### src/rtl/io_bus_responder.sv
// Port-I/O responder: LED register, synchronized switches, debounced button with
// sticky press latch, prescaled timer. Define IO_IRQ_EN to add IRQ_MASK and irq.
module io_bus_responder #(
   parameter int unsigned DEBOUNCE_CYCLES = 16,
   parameter int unsigned PRESCALE        = 1000
) (
   input  logic        clk,
   input  logic        sync_rst,
   input  logic [15:0] addr,
   input  logic [15:0] data,
   input  logic        write,
   output logic [15:0] data_out,
   output logic [7:0]  LED,
   input  logic        button_1,
   input  logic [3:0]  switches,
   output logic        irq
);

   localparam int unsigned DCW = (DEBOUNCE_CYCLES > 1) ? $clog2(DEBOUNCE_CYCLES) : 1;
   localparam int unsigned PSW = (PRESCALE > 1) ? $clog2(PRESCALE) : 1;
   localparam logic [DCW-1:0] DEB_LAST = DCW'(DEBOUNCE_CYCLES - 1);
   localparam logic [PSW-1:0] PRE_LAST = PSW'(PRESCALE - 1);

   localparam logic [15:0] ADDR_LED    = 16'h0000;
   localparam logic [15:0] ADDR_SWITCH = 16'h0001;
   localparam logic [15:0] ADDR_BUTTON = 16'h0002;
   localparam logic [15:0] ADDR_TIMER  = 16'h0003;
   localparam logic [15:0] ADDR_MASK   = 16'h0004;

   logic           btn_meta_q, btn_sync_q;
   logic [3:0]     sw_meta_q, sw_sync_q;
   logic [DCW-1:0] deb_cnt_q, deb_cnt_d;
   logic           deb_lvl_q, deb_lvl_d;
   logic           press_q, press_d;
   logic           press_rise;
   logic [PSW-1:0] pre_q, pre_d;
   logic [15:0]    timer_q, timer_d;
   logic [7:0]     led_q, led_d;
   logic [15:0]    dout_q, dout_d;

   logic wr_led, wr_btn, wr_tmr;

   assign wr_led = write && (addr == ADDR_LED);
   assign wr_btn = write && (addr == ADDR_BUTTON);
   assign wr_tmr = write && (addr == ADDR_TIMER);

   // Level flips only after DEBOUNCE_CYCLES consecutive differing samples.
   always_comb begin
      deb_cnt_d  = deb_cnt_q;
      deb_lvl_d  = deb_lvl_q;
      press_rise = 1'b0;
      if (btn_sync_q == deb_lvl_q) begin
         deb_cnt_d = '0;
      end else if (deb_cnt_q == DEB_LAST) begin
         deb_lvl_d  = ~deb_lvl_q;
         deb_cnt_d  = '0;
         press_rise = ~deb_lvl_q;
      end else begin
         deb_cnt_d = deb_cnt_q + 1'b1;
      end
   end

   // Set is evaluated last so a coincident press beats the clear write.
   always_comb begin
      press_d = press_q;
      if (wr_btn && data[1]) press_d = 1'b0;
      if (press_rise)        press_d = 1'b1;
   end

   always_comb begin
      pre_d   = pre_q;
      timer_d = timer_q;
      if (wr_tmr) begin
         timer_d = data;
         pre_d   = '0;
      end else if (pre_q == PRE_LAST) begin
         timer_d = timer_q + 16'd1;
         pre_d   = '0;
      end else begin
         pre_d = pre_q + 1'b1;
      end
   end

   always_comb begin
      led_d = led_q;
      if (wr_led) led_d = data[7:0];
   end

`ifdef IO_IRQ_EN
   logic mask_q, mask_d;
   logic irq_q, irq_d;

   always_comb begin
      mask_d = mask_q;
      if (write && (addr == ADDR_MASK)) mask_d = data[0];
      irq_d = press_q & mask_q;
   end

   always_ff @(posedge clk or posedge sync_rst) begin
      if (sync_rst) begin
         mask_q <= 1'b0;
         irq_q  <= 1'b0;
      end else begin
         mask_q <= mask_d;
         irq_q  <= irq_d;
      end
   end

   assign irq = irq_q;
`else
   assign irq = 1'b0;
`endif

   // Read mux sees pre-write state, so same-cycle writes show up a cycle later.
   always_comb begin
      dout_d = '0;
      case (addr)
         ADDR_LED:    dout_d = {8'h00, led_q};
         ADDR_SWITCH: dout_d = {12'h000, sw_sync_q};
         ADDR_BUTTON: dout_d = {14'h0000, press_q, deb_lvl_q};
         ADDR_TIMER:  dout_d = timer_q;
`ifdef IO_IRQ_EN
         ADDR_MASK:   dout_d = {15'h0000, mask_q};
`endif
         default:     dout_d = '0;
      endcase
   end

   always_ff @(posedge clk or posedge sync_rst) begin
      if (sync_rst) begin
         btn_meta_q <= 1'b0;
         btn_sync_q <= 1'b0;
         sw_meta_q  <= '0;
         sw_sync_q  <= '0;
         deb_cnt_q  <= '0;
         deb_lvl_q  <= 1'b0;
         press_q    <= 1'b0;
         pre_q      <= '0;
         timer_q    <= '0;
         led_q      <= '0;
         dout_q     <= '0;
      end else begin
         btn_meta_q <= button_1;
         btn_sync_q <= btn_meta_q;
         sw_meta_q  <= switches;
         sw_sync_q  <= sw_meta_q;
         deb_cnt_q  <= deb_cnt_d;
         deb_lvl_q  <= deb_lvl_d;
         press_q    <= press_d;
         pre_q      <= pre_d;
         timer_q    <= timer_d;
         led_q      <= led_d;
         dout_q     <= dout_d;
      end
   end

   assign data_out = dout_q;
   assign LED      = led_q;

endmodule

### config.mk
export PLATFORM = sky130hd
export DESIGN_NAME = io_bus_responder
export DESIGN_NICKNAME = d
export VERILOG_FILES = /design/src/rtl/io_bus_responder.sv
export SDC_FILE = /design/constraint.sdc
export NUM_CORES = 1
export LEC_CHECK = 0
export CELL_PAD_IN_SITES_DETAIL_PLACEMENT = 1
export CELL_PAD_IN_SITES_GLOBAL_PLACEMENT = 2
export CORE_MARGIN = 3
export CORE_UTILIZATION = 39
export CTS_CLUSTER_DIAMETER = 50
export CTS_CLUSTER_SIZE = 30
export DETAILED_ROUTE_END_ITERATION = 7
export DONT_BUFFER_PORTS = 1
export PLACE_DENSITY = 0.86
export SLEW_MARGIN = 20
export SYNTH_ARGS = -nofsm -noshare
export SYNTH_HDL_FRONTEND = slang
export SYNTH_SLANG_ARGS = --single-unit
export TNS_END_PERCENT = 5
### constraint.sdc
create_clock -name clk -period 2.25 [get_ports clk]
set_input_delay 0.3375 -clock clk [delete_from_list [all_inputs] [get_ports clk]]
set_output_delay 0.3375 -clock clk [all_outputs]
set_load 0.1 [all_outputs]
==> out/results.ini <==
[status]
status=completed

[timing]
finalMaxSlewViolations=0
fin_skew_ps=10.17
finalCritPeriodShare=0.9163
timing.fmax_ghz=0.4850
finalSetupViolCount=0
slew_headroom=0.3831
hold_ws_ps=94.16
rsz0062_at_grt=no
timing_hold_violations_final=0
timing.setup.tns_ps=0
layout_setup_ws_ps=188.3
tightest_slew_ps=925.3
period_needed_ps=2062

[final_layout]
antennaDiodeCount=0
mostFrequentLayoutCells=66 x dfrtp_1, 41 x nor2_1, 27 x buf_4
fill_cells=758
area_growth_pct=19.51
drive_gt1_frac=0.1973
finalNonFillerCells=395
nets=337
final_common_cell=dfrtp_1
final_area_mm2=0.003403
fin_util=0.4901

[logic_synthesis]
synth_area_leaders=dfrtp_1 58%, nor2_1 5.4%, xnor2_1 5.2%
synth-seq-area-share=0.5800
ys_warn_count=0
yosysTopAreaCellShare=0.5800
ys_ff_latch=66
synth_async_sr_flop_share=1.000
synth-edff-count=0
syn_inst=259
synth_cell_types=35
syn-num-nets=302
yosys.area.top_type=dfrtp_1
synthesis.area_mm2=0.002848
syn_area_per_cell_um2=11.00
ys_dominant_reg_cell=dfrtp_1

[grt]
grt_pass1_vias=2220
grtUsageTotal=0.1730
antenna_found_initial=0
grt_overflow=0
grt_max_degree=40
grt_pass1_wl_um=11240

[flow_run]
cap_violations=0

[setup_path]
startpoint_type=flip-flop
worstPathRequired_ps=2460
crit_chain=or3b_4 -> or4_4 -> nor3_1 -> xnor2_1 -> a21oi_1
cp-end-kind=flip-flop
crit_type=reg2reg
slowest_delay_ps=560
cpLargestDelayFamily=simple AND/OR/NAND/NOR gates
path_buf_inv=0
critPathArrivalTime_ps=2270
critPathMaxFanout=5
cp_slowest_cell=or4_4

[hold_path]
hp-class=in2reg

[placed_design]
place_hpwl_um=5024
dp_cells=373
io_buffer_count=0
placed_cell_area_mm2=0.003148
place.gp.congestion=0.7643
pre_cts_ws_ps=215.0

[clocking]
clockRootBuffer=clkbuf_8
clk_path_buf_depth=2
clock_latency_ps=350
cts_tree=yes
clk_pin_slew_ps=70
clock_sinks=66
post_cts_buffers=0
cts_buffers=9
htree_num_levels=3

[detailed_routing]
drt-pass1-iter-count=4
met2_length_um=3195
vias=2096
drt_iter0_drc=56
postRouteAntennaNets=0
wl_um=6872
vias_per_cell=5.306
met1Wirelength_um=3121
top_layer_used=met4
route.met3.wl_um=447
drcViolationCount=0
wl_per_cell_um=17.40

[floorplan]
io_pins=65
die_h_um=91.45
rows=30
die_x_um=91.45
core_mm2=0.006944
dieArea_mm2=0.008363
start_util=0.4101

[power]
ir_drop_mv=0.2929
p_total_mw=2.359
powerDensity_mw_per_mm2=693.0
power_leakage_nw=1.517

==> power breakdown <==
| part | internal [mW] | switching [mW] | leakage, nW |
|---|---|---|---|
| Combinational | 0.0542 | 0.0724 | 0.636 |
| Clock | 0.513 | 0.466 | 0.0925 |
| Sequential | 1.22 | 0.0338 | 0.789 |
==> flip-flops by register name, indices dropped and copies added (netlist names) <==
name	cells
sw_sync_q	4
data_out	16
timer_q	16
btn_meta_q	1
deb_lvl_q	1
deb_cnt_q	4
LED	8
pre_q	10
press_q	1
sw_meta_q	4
btn_sync_q	1
==> synth_stat cells (2+ instances only) <==
library cell and instances:
clkbuf_1 8, a22oi_1 4, nand2_1 10, mux4_2 2
nand4b_1 2, mux2i_1 3, mux2_2 10, nand3_1 11
xor2_1 7, ha_1 3, inv_1 5, o21ai_0 4
nor4_1 7, nand4_1 9, nor3_1 6, nor2_1 41
and4_1 2, and2_1 2, dfrtp_1 66, xnor2_1 17
and3_1 8, a21oi_1 19
==> per-layer routing <==
layer / vias to the layer above / global-route usage
met3: 11 / 0.06048
met4: 0 / 0.06281
met2: 62 / 0.2769
met5: - / 0
met1: 1050 / 0.2157
li1: 973 / -
==> worst register-to-register path, cell delays in order, from the launching register on <==
cell and delay [ps]:
dfrtp_1 430, or3b_4 440, or4_4 560, nor3_1 270, xnor2_1 150, a21oi_1 80
==> cell families (layout without fill, tap and decap cells) <==
logic type,Yosys count,in the layout,synth area share
xor+xnor,24,24,0.07381
fa+ha+maj,3,3,0.01318
buf+inv,15,55,0.02153
mux,15,15,0.06591
simple gates,106,106,0.1885
flops,66,66,0.5800
compound gates,29,29,0.05580
other cells,1,1,0.001317
==> cell type report <==
| class | count | area [µm²] | area share |
|---|---|---|---|
| clock buffers | 10 | 127.6 | 0.03750 |
| well taps | 96 | 120.1 | 0.03529 |
| clock inverters | 6 | 67.56 | 0.01985 |
| inverters | 5 | 18.77 | 0.005515 |
| multi-input cells | 178 | 1135 | 0.3335 |
| repair buffers | 34 | 282.8 | 0.08309 |
| flip-flops and latches | 66 | 1652 | 0.4853 |
==> repair_timing <==
item	CTS	global route
hold endpoints to repair	32	0
setup endpoints to repair	0	0
gates resized for setup	0	0
hold buffers	6	0
==> path summary, 6_finish.rpt <==
kind	start	end	slack (ps)	cells after the start
worst max-delay path	pre_q[4]	timer_q[14]	190	5
worst min-delay path	write	pre_q[2]	90	1
worst max register to register	pre_q[4]	timer_q[14]	190	5
worst min register to register	sw_meta_q[2]	sw_sync_q[2]	350	0
max in group asynchronous	sync_rst	LED[6]	1090	3
min in group asynchronous	sync_rst	deb_cnt_q[3]	540	2
Note: power is estimated with default switching activity, not from simulation.
